--- config.mk ---
export PLATFORM = sky130hd
export DESIGN_NAME = divider_top_v1_flat
export DESIGN_NICKNAME = d
export VERILOG_FILES = /design/src/rtl/divider_top_v1_pkg.sv /design/src/rtl/divider_top_v1_if.sv /design/src/rtl/divider_top_v1_cp.sv /design/src/rtl/divider_top_v1.sv /design/src/flat_wrapper.sv
export SDC_FILE = /design/constraint.sdc
export NUM_CORES = 1
export LEC_CHECK = 0
export ABC_AREA = 1
export BUFFER_PORTS_ARGS = -buffer_cell sky130_fd_sc_hd__buf_2
export CAP_MARGIN = 15
export CORE_MARGIN = 2
export CORE_UTILIZATION = 58
export DETAILED_ROUTE_END_ITERATION = 12
export PLACE_DENSITY = 0.77
export SETUP_SLACK_MARGIN = 0.02
export SYNTH_ARGS = -nofsm -noshare
export SYNTH_HDL_FRONTEND = slang
export SYNTH_SLANG_ARGS = --single-unit
--- constraint.sdc ---
create_clock -name clk_i -period 2.8 [get_ports clk_i]
set_input_delay 0.28 -clock clk_i [delete_from_list [all_inputs] [get_ports clk_i]]
set_output_delay 0.28 -clock clk_i [all_outputs]
set_load 0.005 [all_outputs]
--- src/rtl/divider_top_v1_pkg.sv ---
// Shared RV32M definitions for the iterative divider.
//  - div_state_e    : divider control states (3-bit encoding)
//  - rv32m_div_op_e : op-select encoding shared with the multiplier issue logic
//  - DIV_BY_ZERO_Q  : quotient returned for division by zero (all ones)
package divider_top_v1_pkg;

    localparam int unsigned XLEN_MAX = 64;

    typedef enum logic [2:0] {
        ST_IDLE = 3'd0,
        ST_PREP = 3'd1,
        ST_ITER = 3'd2,
        ST_FIX  = 3'd3,
        ST_DONE = 3'd4
    } div_state_e;

    typedef enum logic [1:0] {
        OP_DIV  = 2'b00,
        OP_DIVU = 2'b01,
        OP_REM  = 2'b10,
        OP_REMU = 2'b11
    } rv32m_div_op_e;

    // Sliced down to XLEN by the user.
    localparam logic [XLEN_MAX-1:0] DIV_BY_ZERO_Q = '1;

endpackage

--- src/rtl/divider_top_v1_if.sv ---
// Issue-side handshake bundle for the divider.
//  master : issue logic (drives request/operands, receives result/status)
//  slave  : divider (receives request/operands, drives result/status)
//  div_en_i start request, op_A_i dividend, op_B_i divisor, signed_i signed op,
//  rem_i select remainder, result_o registered result, busy_o, done_o pulse.
interface divider_top_v1_if #(
    parameter int unsigned XLEN = 32
);
    logic            div_en_i;
    logic [XLEN-1:0] op_A_i;
    logic [XLEN-1:0] op_B_i;
    logic            signed_i;
    logic            rem_i;
    logic [XLEN-1:0] result_o;
    logic            busy_o;
    logic            done_o;

    modport master (
        output div_en_i, op_A_i, op_B_i, signed_i, rem_i,
        input  result_o, busy_o, done_o
    );

    modport slave (
        input  div_en_i, op_A_i, op_B_i, signed_i, rem_i,
        output result_o, busy_o, done_o
    );
endinterface

--- src/rtl/divider_top_v1_cp.sv ---
// Divider control path: FSM IDLE -> PREP -> ITER (xXLEN) -> FIX -> DONE -> IDLE
// plus the iteration counter.
//  clk_i, rst_i : clock, synchronous active-high reset
//  start_i      : start request (only honoured in IDLE)
//  special_i    : datapath flags divide-by-zero / overflow during PREP
//  load_o       : capture operands (IDLE and start)
//  prep_o       : PREP cycle strobe
//  shift_o      : one restoring iteration this cycle
//  fix_o        : sign-fix / result load strobe
//  done_o       : one-cycle completion pulse
//  busy_o       : high in PREP/ITER/FIX
module divider_cp_v1
    import divider_top_v1_pkg::*;
#(
    parameter int unsigned XLEN = 32
) (
    input  logic clk_i,
    input  logic rst_i,
    input  logic start_i,
    input  logic special_i,
    output logic load_o,
    output logic prep_o,
    output logic shift_o,
    output logic fix_o,
    output logic done_o,
    output logic busy_o
);

    localparam int unsigned      CNT_W    = $clog2(XLEN);
    localparam logic [CNT_W-1:0] CNT_LAST = CNT_W'(XLEN - 1);

    div_state_e       state_q, state_d;
    logic [CNT_W-1:0] cnt_q, cnt_d;

    always_ff @(posedge clk_i) begin
        if (rst_i) begin
            state_q <= ST_IDLE;
            cnt_q   <= '0;
        end else begin
            state_q <= state_d;
            cnt_q   <= cnt_d;
        end
    end

    always_comb begin
        state_d = state_q;
        cnt_d   = cnt_q;
        load_o  = 1'b0;
        prep_o  = 1'b0;
        shift_o = 1'b0;
        fix_o   = 1'b0;
        done_o  = 1'b0;
        busy_o  = 1'b0;

        unique case (state_q)
            ST_IDLE: begin
                if (start_i) begin
                    load_o  = 1'b1;
                    state_d = ST_PREP;
                end
            end
            ST_PREP: begin
                prep_o  = 1'b1;
                busy_o  = 1'b1;
                cnt_d   = '0;
                state_d = special_i ? ST_DONE : ST_ITER;
            end
            ST_ITER: begin
                shift_o = 1'b1;
                busy_o  = 1'b1;
                cnt_d   = cnt_q + CNT_W'(1);
                if (cnt_q == CNT_LAST) begin
                    state_d = ST_FIX;
                end
            end
            ST_FIX: begin
                fix_o   = 1'b1;
                busy_o  = 1'b1;
                state_d = ST_DONE;
            end
            ST_DONE: begin
                done_o  = 1'b1;
                state_d = ST_IDLE;
            end
            default: begin
                state_d = ST_IDLE;
            end
        endcase
    end

endmodule

--- src/rtl/divider_top_v1.sv ---
// Iterative radix-2 restoring divider (DIV/DIVU/REM/REMU), one quotient bit
// per cycle, registered result and single-cycle done pulse.
//  clk_i : clock, rising edge
//  rst_i : synchronous active-high reset; aborts any operation
//  bus   : slave side of divider_top_v1_if (div_en_i, op_A_i, op_B_i,
//          signed_i, rem_i in; result_o, busy_o, done_o out)
// The datapath (operand capture, magnitudes, rem/quo shifter, subtractor,
// sign fix) lives here; sequencing is in divider_cp_v1.
module divider_top_v1
    import divider_top_v1_pkg::*;
#(
    parameter int unsigned XLEN = 32
) (
    input  logic             clk_i,
    input  logic             rst_i,
    divider_top_v1_if.slave  bus
);

    localparam logic [XLEN-1:0] MIN_NEG = {1'b1, {(XLEN-1){1'b0}}};
    localparam logic [XLEN-1:0] ZERO_Q  = DIV_BY_ZERO_Q[XLEN-1:0];

    logic            load, prep, shift, fix, done, busy;

    logic [XLEN-1:0] op_a_q, op_a_d;
    logic [XLEN-1:0] op_b_q, op_b_d;
    logic            signed_op_q, signed_op_d;
    logic            rem_op_q, rem_op_d;
    logic            sign_a_q, sign_a_d;
    logic            sign_b_q, sign_b_d;
    logic [XLEN-1:0] div_mag_q, div_mag_d;
    logic [XLEN-1:0] rem_q, rem_d;
    logic [XLEN-1:0] quo_q, quo_d;
    logic [XLEN-1:0] result_q, result_d;

    logic            neg_a, neg_b;
    logic [XLEN-1:0] abs_a, abs_b;
    logic            div_zero, overflow, special;
    logic [XLEN:0]   rem_sh;
    logic [XLEN-1:0] trial;
    logic            trial_ge;

    divider_cp_v1 #(
        .XLEN (XLEN)
    ) u_cp (
        .clk_i     (clk_i),
        .rst_i     (rst_i),
        .start_i   (bus.div_en_i),
        .special_i (special),
        .load_o    (load),
        .prep_o    (prep),
        .shift_o   (shift),
        .fix_o     (fix),
        .done_o    (done),
        .busy_o    (busy)
    );

    // PREP-cycle decode, works on the captured operands.
    always_comb begin
        neg_a    = signed_op_q & op_a_q[XLEN-1];
        neg_b    = signed_op_q & op_b_q[XLEN-1];
        abs_a    = neg_a ? ('0 - op_a_q) : op_a_q;
        abs_b    = neg_b ? ('0 - op_b_q) : op_b_q;
        div_zero = (op_b_q == '0);
        overflow = signed_op_q && (op_a_q == MIN_NEG) && (op_b_q == '1);
        special  = div_zero | overflow;
    end

    // One restoring step. rem < |B| always, so the shifted partial remainder
    // needs one extra bit, but the accepted difference fits in XLEN bits.
    always_comb begin
        rem_sh   = {rem_q, quo_q[XLEN-1]};
        trial_ge = (rem_sh >= {1'b0, div_mag_q});
        trial    = rem_sh[XLEN-1:0] - div_mag_q;
    end

    always_comb begin
        op_a_d      = op_a_q;
        op_b_d      = op_b_q;
        signed_op_d = signed_op_q;
        rem_op_d    = rem_op_q;
        sign_a_d    = sign_a_q;
        sign_b_d    = sign_b_q;
        div_mag_d   = div_mag_q;
        rem_d       = rem_q;
        quo_d       = quo_q;
        result_d    = result_q;

        if (load) begin
            op_a_d      = bus.op_A_i;
            op_b_d      = bus.op_B_i;
            signed_op_d = bus.signed_i;
            rem_op_d    = bus.rem_i;
        end

        if (prep) begin
            sign_a_d  = neg_a;
            sign_b_d  = neg_b;
            div_mag_d = abs_b;
            quo_d     = abs_a;
            rem_d     = '0;
            if (div_zero) begin
                result_d = rem_op_q ? op_a_q : ZERO_Q;
            end else if (overflow) begin
                result_d = rem_op_q ? '0 : op_a_q;
            end
        end

        if (shift) begin
            quo_d = {quo_q[XLEN-2:0], trial_ge};
            rem_d = trial_ge ? trial : rem_sh[XLEN-1:0];
        end

        // Remainder sign follows the dividend; quotient sign is the xor.
        if (fix) begin
            if (rem_op_q) begin
                result_d = sign_a_q ? ('0 - rem_q) : rem_q;
            end else begin
                result_d = (sign_a_q ^ sign_b_q) ? ('0 - quo_q) : quo_q;
            end
        end
    end

    always_ff @(posedge clk_i) begin
        if (rst_i) begin
            op_a_q      <= '0;
            op_b_q      <= '0;
            signed_op_q <= 1'b0;
            rem_op_q    <= 1'b0;
            sign_a_q    <= 1'b0;
            sign_b_q    <= 1'b0;
            div_mag_q   <= '0;
            rem_q       <= '0;
            quo_q       <= '0;
            result_q    <= '0;
        end else begin
            op_a_q      <= op_a_d;
            op_b_q      <= op_b_d;
            signed_op_q <= signed_op_d;
            rem_op_q    <= rem_op_d;
            sign_a_q    <= sign_a_d;
            sign_b_q    <= sign_b_d;
            div_mag_q   <= div_mag_d;
            rem_q       <= rem_d;
            quo_q       <= quo_d;
            result_q    <= result_d;
        end
    end

    assign bus.result_o = result_q;
    assign bus.busy_o   = busy;
    assign bus.done_o   = done;

endmodule
--- src/flat_wrapper.sv ---
// flat-port wrapper written by rule: the top's interface ports become plain ports
module divider_top_v1_flat import divider_top_v1_pkg::*;
#(
    parameter int unsigned XLEN = 32
)
  (clk_i, rst_i, bus_div_en_i, bus_op_A_i, bus_op_B_i, bus_signed_i, bus_rem_i, bus_result_o, bus_busy_o, bus_done_o);
  divider_top_v1_if #(.XLEN(XLEN)) bus_i ();
  input  logic clk_i;
  input  logic rst_i;
  input wire logic [$bits(bus_i.div_en_i)-1:0] bus_div_en_i;
  input wire logic [$bits(bus_i.op_A_i)-1:0] bus_op_A_i;
  input wire logic [$bits(bus_i.op_B_i)-1:0] bus_op_B_i;
  input wire logic [$bits(bus_i.signed_i)-1:0] bus_signed_i;
  input wire logic [$bits(bus_i.rem_i)-1:0] bus_rem_i;
  output wire logic [$bits(bus_i.result_o)-1:0] bus_result_o;
  output wire logic [$bits(bus_i.busy_o)-1:0] bus_busy_o;
  output wire logic [$bits(bus_i.done_o)-1:0] bus_done_o;
  assign bus_i.div_en_i = bus_div_en_i;
  assign bus_i.op_A_i = bus_op_A_i;
  assign bus_i.op_B_i = bus_op_B_i;
  assign bus_i.signed_i = bus_signed_i;
  assign bus_i.rem_i = bus_rem_i;
  assign bus_result_o = bus_i.result_o;
  assign bus_busy_o = bus_i.busy_o;
  assign bus_done_o = bus_i.done_o;
  divider_top_v1 #(.XLEN(XLEN)) u_core (.clk_i(clk_i), .rst_i(rst_i), .bus(bus_i));
endmodule
==> flow_summary_export.csv <==
group,metric,value,unit
cts,numClockSinks,204,
setup_path,worst-path-stages,11,
detailed_routing,vias,17500,
setup_path,cp_slowest_cell,"ha_1",
timing,max_freq,381,MHz
synthesis,synth.yosys.seq_area_share,0.271,
detailed_routing,highest_layer,"met4",
global_route,grt_max_degree,94,
min_path,hp-class,"in2reg",
synthesis,synth_nets,2681,
die,die_y,165,µm
timing,tns,0,ns
finish,antenna-diode-count,0,
cts,path_clk_slew,0.07,ns
outcome,status,"finished, final reports clean",
setup_path,cp.arrival,3.05,ns
die,die_w,165,µm
detailed_routing,wl_met3,6.15,mm
die,die_area,27300,µm²
synthesis,syn_inst,2572,
timing,tightestPinTransition,1.05,ns
timing,setup_viol,0,
placement,placed_area,15900,µm²
setup_path,end_kind,"flop",
detailed_routing,drtAntennaViolNets,0,
finish,final_nets,2730,
cts,cts_root_buffer,"clkbuf_16",
pwr,clock_power_share,0.214,
setup_path,required,3.23,ns
timing,rsz0062_at_grt,"false",
cts,clockBufferDepth,3,
setup_path,start_kind,"flop",
pwr,irDropWorstVdd,575,µV
detailed_routing,wl_met2,21.2,mm
global_route,grt_usage,0.382,
synthesis,postSynthAreaPerCell,5.86,µm²
detailed_routing,wl_met1,23.3,mm
synthesis,synth_seq_cells,204,
synthesis,yosysUniqueCellTypes,48,
detailed_routing,routed_wl,52.9,mm
setup_path,path_cells,"ha_1 > nand2_1 > nor2_1 > nand2_1 > nor2_1 > nor3b_2 > nor2_2 > buf_4 > nand3_1 > nand3_1 > a21oi_1",
detailed_routing,wl_per_cell,17.9,µm
cts,tritoncts,"built",
finish,area_growth,10.4,%
timing,min_period,2.62,ns
detailed_routing,vias_per_cell,5.90,
finish,fillers,2436,
timing,setup_slack,0.178,ns
finish,utilization,0.657,
placement,dp_hpwl,40.2,mm
global_route,grt_pass1_vias,15300,
cts,insertion_delay,0.53,ns
cts,cts_setup_buffers,0,
global_route,grt_overflow,0,
global_route,antenna_found_initial,0,
flow_run,cap_viol_max_count,0,
synthesis,ys_async_sr_fraction,0,
setup_path,reg2reg_depth,11,
pwr,pwr-share-seq,0.255,
setup_path,crit_family,"simple AND/OR/NAND/NOR gates",
placement,portBuffers,102,
placement,place_congestion,1.04,
setup_path,path_max_fanout,32,
synthesis,synthFlopType,"dfxtp_1",
timing,hold_viol_final,0,
setup_path,crit_buf_inv,1,
pwr,pwr-share-comb,0.531,
cts,cts_hold_buf,0,
timing,final_max_slew_viol_count,0,
synthesis,synth_edf_count,0,
finish,drive_above_1_share,0.0793,
pwr,p_leak,7.90,nW
detailed_routing,drc,0,
cts,cts_resized,0,
pwr,switchingPower,6.94,mW
min_path,min_path_cells,3,
die,placementRows,58,
finish,final-instance-count-excl-fill,2965,
timing,fin_hold_ws,0.0320,ns
placement,pre_cts_ws,0.297,ns
finish,register_area,4080,µm²
finish,multiInputGateArea,9250,µm²
cts,cts_htree_levels,1,
pwr,swShare,0.482,
die,start_util,0.595,
synthesis,netlist_area,15100,µm²
placement,dp.cells,2926,
detailed_routing,first_pass_iters,6,
pwr,p_int,7.46,mW
finish,stdcell_area,16600,µm²
die,coreArea,25300,µm²
timing,relSlewSlack,0.299,
die,io_pins,103,
detailed_routing,drt-initial-drc-count,2436,
pwr,p_per_area,866,nW/µm²
timing,fin_worst_skew,0.0245,ns
setup_path,slowest_delay,0.45,ns
synthesis,ys.warnings.count,0,
timing,fin_crit_sh,0.936,
global_route,grt_pass1_wl,81.8,mm
cts,cts_buffers,23,
pwr,total_power,14.4,mW
setup_path,path_class,"reg2reg",
## per-layer routing
metal  vias up  global-route usage
li1       8479                   -
met1      7866               0.562
met2       996               0.549
met3       157              0.0697
met4         0               0.150
met5         -                   0
## flip-flops by register name (all words and copies together), names as in the netlist, 3 cells and up
signal	flops
u_core.u_cp.cnt_q	5
u_core.quo_q	32
u_core.op_b_q	32
u_core.bus.result_o	32
u_core.div_mag_q	32
u_core.rem_q	32
u_core.op_a_q	32
u_core.u_cp.state_q	3
## power groups by stage
stage	logic, mW	registers [mW]	clock network, mW
after CTS	7.43	3.64	3.07
after detailed placement	7.36	3.70	0
after global placement	7.27	3.69	0
after floorplan	5.40	3.55	0
after global routing	8.52	3.69	3.18
final	7.65	3.67	3.08
## cell usage after synthesis (10+ instances only)
cell / number / area share
nor2_1: 247 / 0.062
a21oi_1: 226 / 0.075
xnor2_1: 16 / 0.0093
ha_1: 39 / 0.032
nand3b_1: 15 / 0.0075
nor3_1: 25 / 0.0083
xor2_1: 21 / 0.012
buf_2: 17 / 0.0056
inv_1: 339 / 0.084
o21ai_0: 213 / 0.071
clkbuf_1: 78 / 0.019
buf_1: 13 / 0.0032
nand4_1: 31 / 0.013
a31oi_1: 32 / 0.013
o21ai_1: 12 / 0.0040
o22ai_1: 12 / 0.0050
nand2_1: 672 / 0.17
dfxtp_1: 204 / 0.27
o211ai_1: 10 / 0.0050
nand3_1: 273 / 0.091
## final timing paths
path | from | to | slack (ns)
worst min register to register | u_core.bus.result_o[28] | u_core.bus.result_o[28] | 0.46
worst max register to register | u_core.rem_q[7] | u_core.rem_q[31] | 0.18
worst min-delay path | bus_op_A_i[20] | u_core.op_a_q[20] | 0.03
worst max-delay path | u_core.rem_q[7] | u_core.rem_q[31] | 0.18
## cells in the final DEF, fill, tap and decap left out, types with 8 or more instances in the layout
master / Yosys / routed
nand2_1: 672 / 672
nand3_1: 273 / 272
inv_1: 339 / 337
o22ai_1: 12 / 12
dfxtp_1: 204 / 204
nand3b_1: 15 / 15
ha_1: 39 / 39
o21ai_0: 213 / 213
nor2_1: 247 / 244
xnor2_1: 16 / 16
buf_4: 2 / 29
maj3_1: 9 / 9
o21ai_1: 12 / 12
a31oi_1: 32 / 32
o211ai_1: 10 / 10
nor3_1: 25 / 25
nand4_1: 31 / 31
buf_2: 17 / 102
xor2_1: 21 / 21
clkbuf_16: 0 / 23
a21oi_1: 226 / 226
nor2_2: 8 / 8
## worst register-to-register path: cells and delay by family (launching register included)
kind | cells | cell delay, ns
AND/OR/NAND/NOR | 8 | 1.22
adder cells (fa/ha/maj) | 1 | 0.45
flip-flops | 1 | 0.43
buffers and inverters | 1 | 0.25
AO/OA/AOI/OAI | 1 | 0.17
## layout make-up
cell class / instances / share of cell area
clock inverter: 5 / 0.00474
tap: 330 / 0.0248
timing repair buffer: 137 / 0.0510
inverter: 346 / 0.0781
sequential: 204 / 0.245
multi-input combinational: 1909 / 0.556
clock buffer: 34 / 0.0401
## cell families (layout without fill, tap and decap cells)
| group | Yosys count | after routing | synth area share |
|---|---|---|---|
| buf+inv | 459 | 522 | 0.118 |
| fa+ha+maj | 49 | 49 | 0.0397 |
| compound gates | 520 | 520 | 0.181 |
| flops | 204 | 204 | 0.271 |
| simple gates | 1303 | 1303 | 0.369 |
| xor+xnor | 37 | 37 | 0.0215 |
Power figures use the tool's default switching activity.
